`src/rtl/k_means_cnfg_master.sv`:
```
// AXI4-Lite master that writes a k-means job descriptor into the operator's
// configuration slave, starts it through CTRL, then polls STAT until done.
module k_means_cnfg_master #(
   parameter int unsigned AXIL_DATA_BITS   = 64,
   parameter int unsigned AXIL_ADDR_BITS   = 32,
   parameter int unsigned NUM_CLUSTER_BITS = 8,
   parameter int unsigned MAX_DEPTH_BITS   = 16,
   parameter int unsigned POLL_GAP         = 16,
   parameter logic [31:0] MAX_POLLS        = 32'd1048576,
   parameter logic [AXIL_ADDR_BITS-1:0] BASE_ADDR = '0
) (
   input  logic                          aclk,
   input  logic                          aresetn,
   // AXI4-Lite master port to the operator configuration slave
   output logic                          axi_ctrl_awvalid,
   input  logic                          axi_ctrl_awready,
   output logic [AXIL_ADDR_BITS-1:0]     axi_ctrl_awaddr,
   output logic [2:0]                    axi_ctrl_awprot,
   output logic                          axi_ctrl_wvalid,
   input  logic                          axi_ctrl_wready,
   output logic [AXIL_DATA_BITS-1:0]     axi_ctrl_wdata,
   output logic [AXIL_DATA_BITS/8-1:0]   axi_ctrl_wstrb,
   input  logic                          axi_ctrl_bvalid,
   output logic                          axi_ctrl_bready,
   input  logic [1:0]                    axi_ctrl_bresp,
   output logic                          axi_ctrl_arvalid,
   input  logic                          axi_ctrl_arready,
   output logic [AXIL_ADDR_BITS-1:0]     axi_ctrl_araddr,
   output logic [2:0]                    axi_ctrl_arprot,
   input  logic                          axi_ctrl_rvalid,
   output logic                          axi_ctrl_rready,
   input  logic [AXIL_DATA_BITS-1:0]     axi_ctrl_rdata,
   input  logic [1:0]                    axi_ctrl_rresp,
   // job descriptor interface
   input  logic                          cmd_valid,
   output logic                          cmd_ready,
   input  logic [NUM_CLUSTER_BITS:0]     cmd_num_clusters,
   input  logic [MAX_DEPTH_BITS:0]       cmd_data_dim,
   input  logic [63:0]                   cmd_data_set_size,
   input  logic [7:0]                    cmd_precision,
   input  logic                          cmd_select,
   // status
   output logic                          busy,
   output logic                          done,
   output logic                          error,
   output logic [1:0]                    err_code
);

   localparam int unsigned STRB_BITS = AXIL_DATA_BITS / 8;
   localparam int unsigned STRIDE    = AXIL_DATA_BITS / 8;
   localparam logic [2:0]  IDX_STAT  = 3'd1;
   localparam logic [2:0]  SEQ_LAST  = 3'd5;
   localparam logic [31:0] GAP_LAST  = 32'(POLL_GAP - 1);

   typedef enum logic [2:0] {
      IDLE, WR_ADDR, WR_RESP, POLL_RD, POLL_DATA, POLL_WAIT, FIN, ERR
   } state_t;

   state_t                        state_q, state_d;
   logic [2:0]                    seq_q, seq_d;
   logic [31:0]                   poll_q, poll_d;
   logic [31:0]                   gap_q, gap_d;
   logic                          sel_q, sel_d;
   logic [NUM_CLUSTER_BITS:0]     ncl_q, ncl_d;
   logic [MAX_DEPTH_BITS:0]       dim_q, dim_d;
   logic [7:0]                    prec_q, prec_d;
   logic [63:0]                   size_q, size_d;
   logic                          cmd_ready_d, busy_d, done_d, error_d;
   logic [1:0]                    err_code_d;
   logic                          awvalid_d, wvalid_d, bready_d, arvalid_d, rready_d;
   logic [AXIL_ADDR_BITS-1:0]     awaddr_d, araddr_d;
   logic [AXIL_DATA_BITS-1:0]     wdata_d;
   logic [STRB_BITS-1:0]          wstrb_d;
   logic                          unused_rdata;

   assign axi_ctrl_awprot = 3'b000;
   assign axi_ctrl_arprot = 3'b000;
   assign unused_rdata    = ^axi_ctrl_rdata[AXIL_DATA_BITS-1:1];

   // Register index written at each step: SELECT, NUM_CLUSTERS, DATA_DIM, PRECISION, DATA_SET_SIZE, CTRL
   function automatic logic [2:0] seq_reg(input logic [2:0] s);
      unique case (s)
         3'd0:    return 3'd2;
         3'd1:    return 3'd3;
         3'd2:    return 3'd4;
         3'd3:    return 3'd5;
         3'd4:    return 3'd6;
         default: return 3'd0;
      endcase
   endfunction

   // Byte address of a register index
   function automatic logic [AXIL_ADDR_BITS-1:0] reg_addr(input logic [2:0] idx);
      return BASE_ADDR + AXIL_ADDR_BITS'(idx) * AXIL_ADDR_BITS'(STRIDE);
   endfunction

   // Zero-extended write payload for each step; the last step starts the operator
   function automatic logic [AXIL_DATA_BITS-1:0] seq_data(
      input logic [2:0]              s,
      input logic                    sel,
      input logic [NUM_CLUSTER_BITS:0] ncl,
      input logic [MAX_DEPTH_BITS:0] dim,
      input logic [7:0]              prec,
      input logic [63:0]             size);
      unique case (s)
         3'd0:    return AXIL_DATA_BITS'(sel);
         3'd1:    return AXIL_DATA_BITS'(ncl);
         3'd2:    return AXIL_DATA_BITS'(dim);
         3'd3:    return AXIL_DATA_BITS'(prec);
         3'd4:    return AXIL_DATA_BITS'(size);
         default: return AXIL_DATA_BITS'(1);
      endcase
   endfunction

   // State register and registered outputs
   always_ff @(posedge aclk or negedge aresetn) begin
      if (!aresetn) begin
         state_q          <= IDLE;
         seq_q            <= '0;
         poll_q           <= '0;
         gap_q            <= '0;
         sel_q            <= 1'b0;
         ncl_q            <= '0;
         dim_q            <= '0;
         prec_q           <= '0;
         size_q           <= '0;
         cmd_ready        <= 1'b0;
         busy             <= 1'b0;
         done             <= 1'b0;
         error            <= 1'b0;
         err_code         <= 2'd0;
         axi_ctrl_awvalid <= 1'b0;
         axi_ctrl_awaddr  <= '0;
         axi_ctrl_wvalid  <= 1'b0;
         axi_ctrl_wdata   <= '0;
         axi_ctrl_wstrb   <= '0;
         axi_ctrl_bready  <= 1'b0;
         axi_ctrl_arvalid <= 1'b0;
         axi_ctrl_araddr  <= '0;
         axi_ctrl_rready  <= 1'b0;
      end else begin
         state_q          <= state_d;
         seq_q            <= seq_d;
         poll_q           <= poll_d;
         gap_q            <= gap_d;
         sel_q            <= sel_d;
         ncl_q            <= ncl_d;
         dim_q            <= dim_d;
         prec_q           <= prec_d;
         size_q           <= size_d;
         cmd_ready        <= cmd_ready_d;
         busy             <= busy_d;
         done             <= done_d;
         error            <= error_d;
         err_code         <= err_code_d;
         axi_ctrl_awvalid <= awvalid_d;
         axi_ctrl_awaddr  <= awaddr_d;
         axi_ctrl_wvalid  <= wvalid_d;
         axi_ctrl_wdata   <= wdata_d;
         axi_ctrl_wstrb   <= wstrb_d;
         axi_ctrl_bready  <= bready_d;
         axi_ctrl_arvalid <= arvalid_d;
         axi_ctrl_araddr  <= araddr_d;
         axi_ctrl_rready  <= rready_d;
      end
   end

   // Next-state and next-output logic; outputs hold unless a transition changes them
   always_comb begin
      state_d     = state_q;
      seq_d       = seq_q;
      poll_d      = poll_q;
      gap_d       = gap_q;
      sel_d       = sel_q;
      ncl_d       = ncl_q;
      dim_d       = dim_q;
      prec_d      = prec_q;
      size_d      = size_q;
      cmd_ready_d = cmd_ready;
      busy_d      = busy;
      done_d      = 1'b0;
      error_d     = error;
      err_code_d  = err_code;
      awvalid_d   = axi_ctrl_awvalid;
      awaddr_d    = axi_ctrl_awaddr;
      wvalid_d    = axi_ctrl_wvalid;
      wdata_d     = axi_ctrl_wdata;
      wstrb_d     = axi_ctrl_wstrb;
      bready_d    = axi_ctrl_bready;
      arvalid_d   = axi_ctrl_arvalid;
      araddr_d    = axi_ctrl_araddr;
      rready_d    = axi_ctrl_rready;

      unique case (state_q)
         IDLE: begin
            cmd_ready_d = 1'b1;
            if (cmd_valid && cmd_ready) begin
               sel_d       = cmd_select;
               ncl_d       = cmd_num_clusters;
               dim_d       = cmd_data_dim;
               prec_d      = cmd_precision;
               size_d      = cmd_data_set_size;
               cmd_ready_d = 1'b0;
               busy_d      = 1'b1;
               error_d     = 1'b0;
               err_code_d  = 2'd0;
               seq_d       = 3'd0;
               awvalid_d   = 1'b1;
               awaddr_d    = reg_addr(seq_reg(3'd0));
               wvalid_d    = 1'b1;
               wdata_d     = seq_data(3'd0, cmd_select, cmd_num_clusters, cmd_data_dim,
                                      cmd_precision, cmd_data_set_size);
               wstrb_d     = '1;
               state_d     = WR_ADDR;
            end
         end
         WR_ADDR: begin
            if (axi_ctrl_awvalid && axi_ctrl_awready) awvalid_d = 1'b0;
            if (axi_ctrl_wvalid && axi_ctrl_wready)   wvalid_d  = 1'b0;
            // a dropped valid means that channel already handshook
            if ((!axi_ctrl_awvalid || axi_ctrl_awready) && (!axi_ctrl_wvalid || axi_ctrl_wready)) begin
               bready_d = 1'b1;
               state_d  = WR_RESP;
            end
         end
         WR_RESP: begin
            if (axi_ctrl_bvalid && axi_ctrl_bready) begin
               bready_d = 1'b0;
               if (axi_ctrl_bresp != 2'b00) begin
                  err_code_d = 2'd1;
                  error_d    = 1'b1;
                  busy_d     = 1'b0;
                  state_d    = ERR;
               end else if (seq_q == SEQ_LAST) begin
                  poll_d    = '0;
                  arvalid_d = 1'b1;
                  araddr_d  = reg_addr(IDX_STAT);
                  state_d   = POLL_RD;
               end else begin
                  seq_d     = seq_q + 3'd1;
                  awvalid_d = 1'b1;
                  awaddr_d  = reg_addr(seq_reg(seq_q + 3'd1));
                  wvalid_d  = 1'b1;
                  wdata_d   = seq_data(seq_q + 3'd1, sel_q, ncl_q, dim_q, prec_q, size_q);
                  state_d   = WR_ADDR;
               end
            end
         end
         POLL_RD: begin
            if (axi_ctrl_arvalid && axi_ctrl_arready) begin
               arvalid_d = 1'b0;
               rready_d  = 1'b1;
               state_d   = POLL_DATA;
            end
         end
         POLL_DATA: begin
            if (axi_ctrl_rvalid && axi_ctrl_rready) begin
               rready_d = 1'b0;
               if (axi_ctrl_rresp != 2'b00) begin
                  err_code_d = 2'd2;
                  error_d    = 1'b1;
                  busy_d     = 1'b0;
                  state_d    = ERR;
               end else if (axi_ctrl_rdata[0]) begin
                  done_d  = 1'b1;
                  busy_d  = 1'b0;
                  state_d = FIN;
               end else begin
                  poll_d = poll_q + 32'd1;
                  if ((MAX_POLLS != 32'd0) && (poll_q + 32'd1 == MAX_POLLS)) begin
                     err_code_d = 2'd3;
                     error_d    = 1'b1;
                     busy_d     = 1'b0;
                     state_d    = ERR;
                  end else if (POLL_GAP == 0) begin
                     arvalid_d = 1'b1;
                     state_d   = POLL_RD;
                  end else begin
                     gap_d   = '0;
                     state_d = POLL_WAIT;
                  end
               end
            end
         end
         POLL_WAIT: begin
            if (gap_q == GAP_LAST) begin
               arvalid_d = 1'b1;
               state_d   = POLL_RD;
            end else begin
               gap_d = gap_q + 32'd1;
            end
         end
         FIN: begin
            cmd_ready_d = 1'b1;
            state_d     = IDLE;
         end
         ERR: begin
            cmd_ready_d = 1'b1;
            state_d     = IDLE;
         end
         default: state_d = IDLE;
      endcase
   end

endmodule

```
`config.mk`:
```
export PLATFORM = sky130hd
export DESIGN_NAME = k_means_cnfg_master
export DESIGN_NICKNAME = d
export VERILOG_FILES = /design/src/rtl/k_means_cnfg_master.sv
export SDC_FILE = /design/constraint.sdc
export NUM_CORES = 1
export LEC_CHECK = 0
export ABC_AREA = 1
export ABC_CLOCK_PERIOD_IN_PS = 2000
export CAP_MARGIN = 20
export CORE_UTILIZATION = 30
export DETAILED_ROUTE_END_ITERATION = 7
export GPL_TIMING_DRIVEN = 0
export PLACE_DENSITY_LB_ADDON = 0.3
export SYNTH_ARGS = -nofsm -noshare
export SYNTH_HDL_FRONTEND = slang
export SYNTH_SLANG_ARGS = --single-unit
```
`constraint.sdc`:
```
create_clock -name aclk -period 2 [get_ports aclk]
set_clock_uncertainty 0.1 [all_clocks]
set_input_delay 0.2 -clock aclk [delete_from_list [all_inputs] [get_ports aclk]]
set_output_delay 0.2 -clock aclk [all_outputs]
set_load 0.005 [all_outputs]
```
**After elaboration in Yosys (flattened, before gate mapping)**

Index checks and enable logic that the tools add are counted.

- Bits of input ports: 175
- Logic and storage cells: 189
- Bits in registers: 278

- Reduce and logical (&&, ||, !) cells: 38
- Add/sub/neg operators: 3
- Eq/ne operators: 33
- Multiplexer cells: 91
- Bitwise logic cells: 1

Operators with widths:

| kind | number |
|---|---|
| two-way mux 32 bit | 15 |
| one-hot mux 64 bit (5 select lines) | 1 |
| two-way mux 64 bit | 4 |
| one-hot mux 32 bit (2 select lines) | 3 |
| one-hot mux 64 bit (2 select lines) | 1 |
| adder 32 x 1 -> 32 bit, second input constant | 2 |
| AND reduction 6 bit | 6 |
| two-way mux 1 bit | 33 |
| two-way mux 3 bit | 11 |
| == test 32 x 21 -> 1 bit, second input constant | 1 |
| == test 32 x 4 -> 1 bit, second input constant | 1 |
| inequality test 2 bit, second input constant | 16 |
| two-way mux 2 bit | 11 |
| one-hot mux 3 bit (7 select lines) | 1 |
| == test 3 bit, second input constant | 6 |
| nonzero test 2 bit | 8 |
| one-hot mux 1 bit (3 select lines) | 5 |
| one-hot mux 3 bit (5 select lines) | 1 |
| AND reduction 7 bit | 2 |
| == test 3 x 2 -> 1 bit, second input constant | 4 |
| nonzero test 3 bit | 3 |
| logical AND 1 bit | 7 |
| == test 3 x 1 -> 1 bit, second input constant | 2 |
| logical NOT 3 bit | 2 |
| other kinds (14) | 20 |

**Longest topological paths before layout**

Gate-level depths: netlist of the first run.

- Depth in word-level cells: 7
- Depth in mapped cells: 16
- Mapped depth without buffers: 16

**Worst setup path after synthesis of the first run**

Ideal clock, no wire load.

- Path type: register to register
- From: register poll_q[0]
- To: register gap_q[17]
- Clock period less this slack: 2.199 ns
- Stages on the path, launching flop included: 17
- Slack: -0.199 ns
- Arrival time: 2.033 ns
- Buffers on the path: 1
- Library setup time: 0.066 ns
- Cell sequence: dfrtp_1 ha_1 nand2_2 nor2_8 nand2_1 nor2_1 nand2_1 nand2_1 nand2_1 nor2_1 nand2_1 nor2_2 nand4_4 nand2_4 buf_6 nand2_1 nand2_1

- Longest elaborated chain between the ends: 4

Ends and longest elaborated chain:

| what | line | text |
|---|---|---|
| start, declared | 61 | `logic [31:0] poll_q, poll_d;` |
| start signal, assigned | 144 | `poll_q <= poll_d;` |
| adder 32 x 1 -> 32 bit | 270 | `if ((MAX_POLLS != 32'd0) && (poll_q + 32'd1 == MAX_POLLS)) begin` |
| == test 32 x 21 -> 1 bit | 270 |  |
| inequality test 2 bit (no line) | -- |  |
| AND reduction 6 bit (no line) | -- |  |
| end signal, assigned | 145 | `gap_q <= gap_d;` |
| end, declared | 62 | `logic [31:0] gap_q, gap_d;` |

No other way between the ends.
A chain may end at the register's enable or synchronous reset.

**Final worst setup path of the first run**

- From: register poll_q[0]
- To: register gap_q[7]

The elaborated chain is that of the path after synthesis.

==> flow_summary_export.csv, run 1 <==
group,metric,value,unit
outcome,status,"finished, violations left",
outcome,violations,"setup timing",
setup_path,critical_path.max_stage_delay,0.41,ns
cells_and_area,layout-area-overhead-vs-synth,40.1,%
clocking,cts_root_buf,"clkbuf_16",
routing,dr_wl_cell,15.0,um
routing,drt-vias-per-instance,4.59,
grt,grt_start_max_net_pins,115,
sta,finalCritPeriodShare,120,%
synth,synth.avg_cell_area,7.51,sq um
cells_and_area,nNetsFinal,2231,
sta,final_hold_viol_count,0,
setup_path,cell_class_contributing_the_biggest_share_of_worst_path_delay,"simple AND/OR/NAND/NOR gates",
power_and_ir_drop,irDropWorstVdd,605,uV
sta,tightestPinTransition,0.662,ns
sta,grt_setup_unrepaired,"yes",
worst_hold_path,hold_path_class,"in2async",
clocking,cts-buffers-inserted,29,
power_and_ir_drop,total_leakage_power,8.39,nW
cells_and_area,final.fill_count,4212,
placed_design,portBuffers,198,
power_and_ir_drop,power,22.0,mW
synth,netlist-cell-type-count,44,
synth,syn_inst,1701,
die,die_height,208,um
die,fp.dieW,208,um
cells_and_area,diodes,0,
grt,first_pass_grt_wire_length,61.7,mm
routing,count_of_vias_placed_by_the_detailed_router,11900,
cells_and_area,register_area,6240,sq um
sta,report.final.setup_viol,39,
synth,synth_seq_area_share,48.8,%
synth,syn-cell-area,12800,sq um
die,initial_utilization,30.5,%
die,die_area,43400,sq um
routing,drc_errors,0,
clocking,max_h_tree_level,1,
sta,post-route-min-period,2.39,ns
setup_path,worst_setup_path_start_kind,"register",
clocking,clock_tree_from_tritoncts,"done",
clocking,clock_insertion_delay_worst_skew,0.57,ns
sta,achievable-frequency,418,MHz
placed_design,dp.final_hpwl,28.2,mm
sta,worst_slack,-0.393,ns
synth,asyncSetResetFlopFracSynth,100,%
setup_path,criticalPathCategory,"reg2reg",
placed_design,finalWeightedCongestion,0.917,
synth,ys_ff_latch,249,
setup_path,cp_cell_sequence,"ha_4 > nand2_4 > nor2_8 > nand3_4 > xor2_4 > nand2_1 > nor2_1 > nand2_2 > nor2_4 > nand4_4 > nand2_4 > buf_6 > nand2_1 > nand2_1",
flow_run,max_cap_violations,0,
setup_path,worst_setup_path_end_kind,"register",
grt,grt_overflow,0,
clocking,tritoncts_num_sinks,249,
cells_and_area,multi_input_area,6070,sq um
setup_path,cp.arrival,2.79,ns
sta,worst_rel_slew_slack,55.8,%
cells_and_area,finalCoreUtilization,42.7,%
synth,synth_top_flop_cell,"dfrtp_1",
power_and_ir_drop,power-per-cell-area,1230,nW/um^2
routing,total_wirelength,39.1,mm
setup_path,worstPathMaxFanout,10,
clocking,cts.reportedPaths.clkPinSlew,0.06,ns
setup_path,crit_slowest_cell,"dfrtp_2",
setup_path,path_common_cell,"nand2_1",
placed_design,post_dp_cell_area,15800,sq um
grt,initial_antenna_violation_count,3,
die,boundaryPins,328,
cells_and_area,stdcell_area,17900,sq um
die,floorplan.rows,75,
sta,slew_viol_final,0,
synth,synth_edf_count,0,
routing,antenna_violating_nets_post_route,0,
routing,drtIter0Drc,727,
die,core-area,41900,sq um
routing,drt_pass1_iterations,5,
grt,grt_usage,17.7,%
cells_and_area,final_cells,2602,
placed_design,post-place-cells,2505,
clocking,cts-root-to-sink-buffers,3,
setup_path,timing.critical_path.required,2.39,ns
setup_path,worst-path-buf-inv,1,
grt,grt_pass1_vias,11600,
sta,fin_worst_hold_slack,0.00758,ns
synth,yosys_warnings,0,
cells_and_area,layout-drive-gt1-share,18.1,%
cells in the mapped netlist (5+ instances only):
cell | number | area share [%]
or2_2 | 17 | 0.83
ha_1 | 9 | 0.88
o21ai_0 | 118 | 4.6
a21oi_1 | 13 | 0.51
o22ai_1 | 23 | 1.1
nor2_4 | 5 | 0.44
nor2_1 | 128 | 3.8
nor2_2 | 6 | 0.29
nor4_1 | 13 | 0.64
nor3_1 | 13 | 0.51
buf_2 | 12 | 0.47
nand2_1 | 734 | 22
inv_2 | 8 | 0.24
clkbuf_1 | 39 | 1.1
nand3_1 | 61 | 2.4
buf_4 | 73 | 4.3
xor2_1 | 11 | 0.75
inv_1 | 104 | 3.1
dfrtp_1 | 249 | 49
nand3b_1 | 9 | 0.53
nand4_1 | 21 | 1.0
cell type report:
| cell class | count | area share [%] |
|---|---|---|
| Sequential cell | 249 | 34.9 |
| Multi-Input combinational cell | 1273 | 33.9 |
| Timing Repair Buffer | 250 | 13.8 |
| Buffer | 128 | 6.04 |
| Clock buffer | 42 | 4.72 |
| Tap cell | 539 | 3.77 |
| Inverter | 116 | 2.57 |
| Clock inverter | 5 | 0.322 |
layer usage:
metal | vias to the layer above | share of wire (%) | GRT usage (%)
li1 | 5940 | - | -
met1 | 5615 | 44 | 23.0
met2 | 316 | 47 | 29.7
met3 | 66 | 6.0 | 3.61
met4 | 4 | 2.7 | 4.98
met5 | - | 0.059 | 0
worst reg2reg max path, cell delays in order, from the launching register on:
cell	delay, ns
dfrtp_2	0.41
ha_4	0.17
nand2_4	0.07
nor2_8	0.22
nand3_4	0.16
xor2_4	0.21
nand2_1	0.08
nor2_1	0.12
nand2_2	0.09
nor2_4	0.14
nand4_4	0.14
nand2_4	0.16
buf_6	0.16
nand2_1	0.06
nand2_1	0.06
state kept, by name, indices dropped and copies added, names as in the netlist, 2 cells and up:
| register | count |
|---|---|
| axi_ctrl_wdata | 64 |
| size_q | 64 |
| gap_q | 32 |
| poll_q | 32 |
| dim_q | 17 |
| ncl_q | 9 |
| prec_q | 8 |
| axi_ctrl_awaddr | 3 |
| seq_q | 3 |
| state_q | 3 |
| err_code | 2 |
cell usage in the layout (no fill, tap or decap), drive strengths merged, types with 2 or more instances in the layout:
master         instances
a21oi                 14
buf                  142
clkbuf                80
clkdlybuf4s50        197
clkinv                 4
conb                  66
dfrtp                249
ha                     9
inv                  115
nand2                740
nand3                 63
nand3b                 9
nand4                 22
nor2                 140
nor3                  13
nor4                  13
o21ai                120
o21bai                 2
o22ai                 23
or2                   17
xor2                  11
path summary, 6_finish.rpt:
kind | startpoint | to | slack [ns] | cells past startpoint
min in group aclk | cmd_data_set_size[50] | size_q[50] | 0.07 | 3
min | aresetn | axi_ctrl_wdata[46] | 0.008 | 2
max reg2reg | poll_q[0] | gap_q[7] | -0.39 | 14
max in group asynchronous | aresetn | poll_q[1] | 0.41 | 4
max | poll_q[0] | gap_q[7] | -0.39 | 14
min reg2reg | dim_q[3] | dim_q[3] | 0.37 | 2
kinds of logic after synthesis:
kind of cell	count (synthesis)	synth area share [%]
and+or+nand+nor	1018	32.9
AOI/OAI and AO/OA	168	7.09
adders and majority gates	9	0.881
DFF	249	48.8
other	1	0.0293
buffers and inverters	245	9.63
xor gates and xnor gates	11	0.754
report_power, final:
group          switching, mW  internal [mW]  total (mW)
logic                   5.19           3.62        8.82
clock network           2.10           3.02        5.12
registers               1.36           6.71        8.07
total                   8.65           13.4        22.0
through the flow:
step / setup slack (ns) / TNS (ns)
finish: -0.393 / -13.01
global placement: -11.29 / -2730.66
floorplan: -0.122 / -3.67
CTS: -0.322 / -10.87
detailed placement: -0.909 / -173.71
global route: -0.571 / -21.63
timing repair:
| item | CTS | global route |
|---|---|---|
| gates resized for setup | 160 | 110 |
| hold buffers | 1 | 0 |
| buffers inserted | 20 | 26 |
| gates cloned | 1 | 3 |
| setup endpoints to repair | 251 | 226 |
| hold endpoints to repair | 159 | 0 |
| pin swaps | 16 | 29 |
No activity file was read; power rests on OpenSTA's default activity.
==> run 2: changes to the inputs <==
Settings changed: CORE_MARGIN set to 2, TNS_END_PERCENT set to 10.
==> run 2 against run 1 <==
The flow still finishes with violations (setup timing). Wire length fell by 0.13%. Setup slack better by 0.019 ns. Sequential power shrank 0.6%.
==> flow_summary_export.csv, run 2 (synthesis results as in run 1) <==
group,metric,value,unit
setup_path,worst_setup_path_end_kind,"register",
cells_and_area,final_cells,2597,
clocking,cts-root-to-sink-buffers,3,
clocking,cts_root_buf,"clkbuf_16",
routing,drt_pass1_iterations,5,
die,die_area,44300,sq um
placed_design,finalWeightedCongestion,0.888,
clocking,clock_insertion_delay_worst_skew,0.59,ns
sta,final_hold_viol_count,0,
sta,achievable-frequency,421,MHz
setup_path,worstPathMaxFanout,7,
clocking,cts.reportedPaths.clkPinSlew,0.06,ns
clocking,clock_tree_from_tritoncts,"done",
sta,slew_viol_final,0,
sta,post-route-min-period,2.37,ns
cells_and_area,mostFrequentLayoutCell,"nand2_1",
clocking,max_h_tree_level,1,
placed_design,post-place-cells,2505,
routing,drt-vias-per-instance,4.54,
setup_path,worst_setup_path_start_kind,"register",
grt,grt_usage,17.5,%
clocking,tritoncts_num_sinks,249,
grt,grt_start_max_net_pins,104,
routing,total_wirelength,39.0,mm
flow_run,max_cap_violations,0,
setup_path,criticalPathCategory,"reg2reg",
routing,dr_wl_cell,15.0,um
sta,grt_setup_unrepaired,"yes",
sta,worst_slack,-0.374,ns
sta,worst_rel_slew_slack,59.8,%
cells_and_area,nNetsFinal,2219,
placed_design,portBuffers,198,
die,boundaryPins,328,
die,floorplan.rows,75,
cells_and_area,layout-drive-gt1-share,16.7,%
die,die_height,210,um
routing,antenna_violating_nets_post_route,0,
routing,drc_errors,0,
setup_path,cp.arrival,2.77,ns
placed_design,dp.final_hpwl,28.2,mm
power_and_ir_drop,total_leakage_power,8.38,nW
cells_and_area,reg.largest.list,"axi_ctrl_wdata: 64 flops, size_q: 64 flops",
grt,grt_overflow,0,
cells_and_area,most_frequent_cells_in_the_layout,"nand2_1 (713), dfrtp_1 (243), clkdlybuf4s50_1 (197), buf_4 (107), nor2_1 (99)",
setup_path,timing.critical_path.required,2.40,ns
cells_and_area,diodes,0,
cells_and_area,layout-area-overhead-vs-synth,39.8,%
power_and_ir_drop,power,22.5,mW
clocking,cts-buffers-inserted,30,
sta,finalCritPeriodShare,119,%
grt,initial_antenna_violation_count,2,
power_and_ir_drop,irDropWorstVdd,967,uV
power_and_ir_drop,power-per-cell-area,1260,nW/um^2
die,fp.dieW,210,um
grt,first_pass_grt_wire_length,61.9,mm
worst_hold_path,hold_path_class,"in2async",
die,initial_utilization,30.4,%
sta,report.final.setup_viol,48,
outcome,status,"finished, violations left",
die,core-area,42000,sq um
outcome,violations,"setup timing",
grt,grt_pass1_vias,11500,
routing,count_of_vias_placed_by_the_detailed_router,11800,
routing,drtIter0Drc,650,
sta,tightestPinTransition,0.604,ns
## run 2: cell count changes in the layout (fill, tap and decap cells not counted), sizes merged
cell / previous run / this run
buf: 142 / 133
clkinv: 4 / 11
bufinv: 1 / 5
clkbuf: 80 / 76
inv: 115 / 112
## run 2: layer usage
metal / share of wire [%] / global-route usage [%]
met5: 0.079 / 0
met1: 45 / 23.0
met4: 1.6 / 3.93
met3: 6.4 / 4.07
met2: 47 / 29.2
## run 2: area by class of cell
class | instances | area (sq um)
repair buffers | 236 | 2350
well taps | 539 | 674
flip-flops and latches | 249 | 6240
inverters | 116 | 468
plain buffers | 129 | 1090
multi-input cells | 1273 | 5940
clock inverters | 13 | 225
fillers | 4262 | 24200
clock buffers | 42 | 866
## run 2: power by group
group          total, mW  leakage, nW  switching [mW]  internal [mW]
Sequential          8.02         3.28            1.32           6.71
Clock               5.95        0.538            2.28           3.67
Combinational       8.50         4.56            5.05           3.45
Total               22.5         8.38            8.64           13.8
## run 2: what timing repair did
action | in CTS | in global routing
endpoints found under the setup margin | 251 | 242
gates resized for setup | 161 | 93
cloned | 4 | 0
buffers inserted | 29 | 4
endpoints found under the hold margin | 175 | 0
pin swaps | 32 | 12
hold buffers | 1 | 0
## run 2: stage by stage
step	setup TNS (ns)	util, %	hold WS [ns]	worst slack, ns	instance area [sq um]
floorplan	-5.00	-	-0.196	-0.122	13100
global placement	-2782.86	37.4	0.354	-11.41	15700
detailed placement	-184.25	37.5	0.0695	-0.950	15800
CTS	-12.91	41.9	0.0258	-0.367	17600
global route	-21.67	42.5	0.0533	-0.548	17900
finish	-12.80	42.5	0.0376	-0.374	17900
## run 2: path summary, 6_finish.rpt
path / to / cells past startpoint / slack (ns) / start
max: gap_q[24] / 15 / -0.37 / poll_q[0]
min: size_q[4] / 2 / 0.04 / aresetn
max reg2reg: gap_q[24] / 15 / -0.37 / poll_q[0]
min reg2reg: size_q[47] / 2 / 0.37 / size_q[47]
max in group asynchronous: axi_ctrl_wdata[18] / 3 / 0.83 / aresetn
min in group aclk: ncl_q[1] / 3 / 0.05 / cmd_num_clusters[1]
## run 2: critical path, cell delays in order, from the launching register on
cell and delay (ns):
dfrtp_2 0.42, nand2_2 0.08, nor2_4 0.21, nand2_2 0.11, nor2_4 0.17, nand2_1 0.08
nand2_1 0.07, nand2_2 0.08, nor2_4 0.15, nand2_2 0.07, nor2_2 0.16, nand4_4 0.17
nand2_8 0.15, buf_6 0.14, nand2_1 0.05, nand2_1 0.06
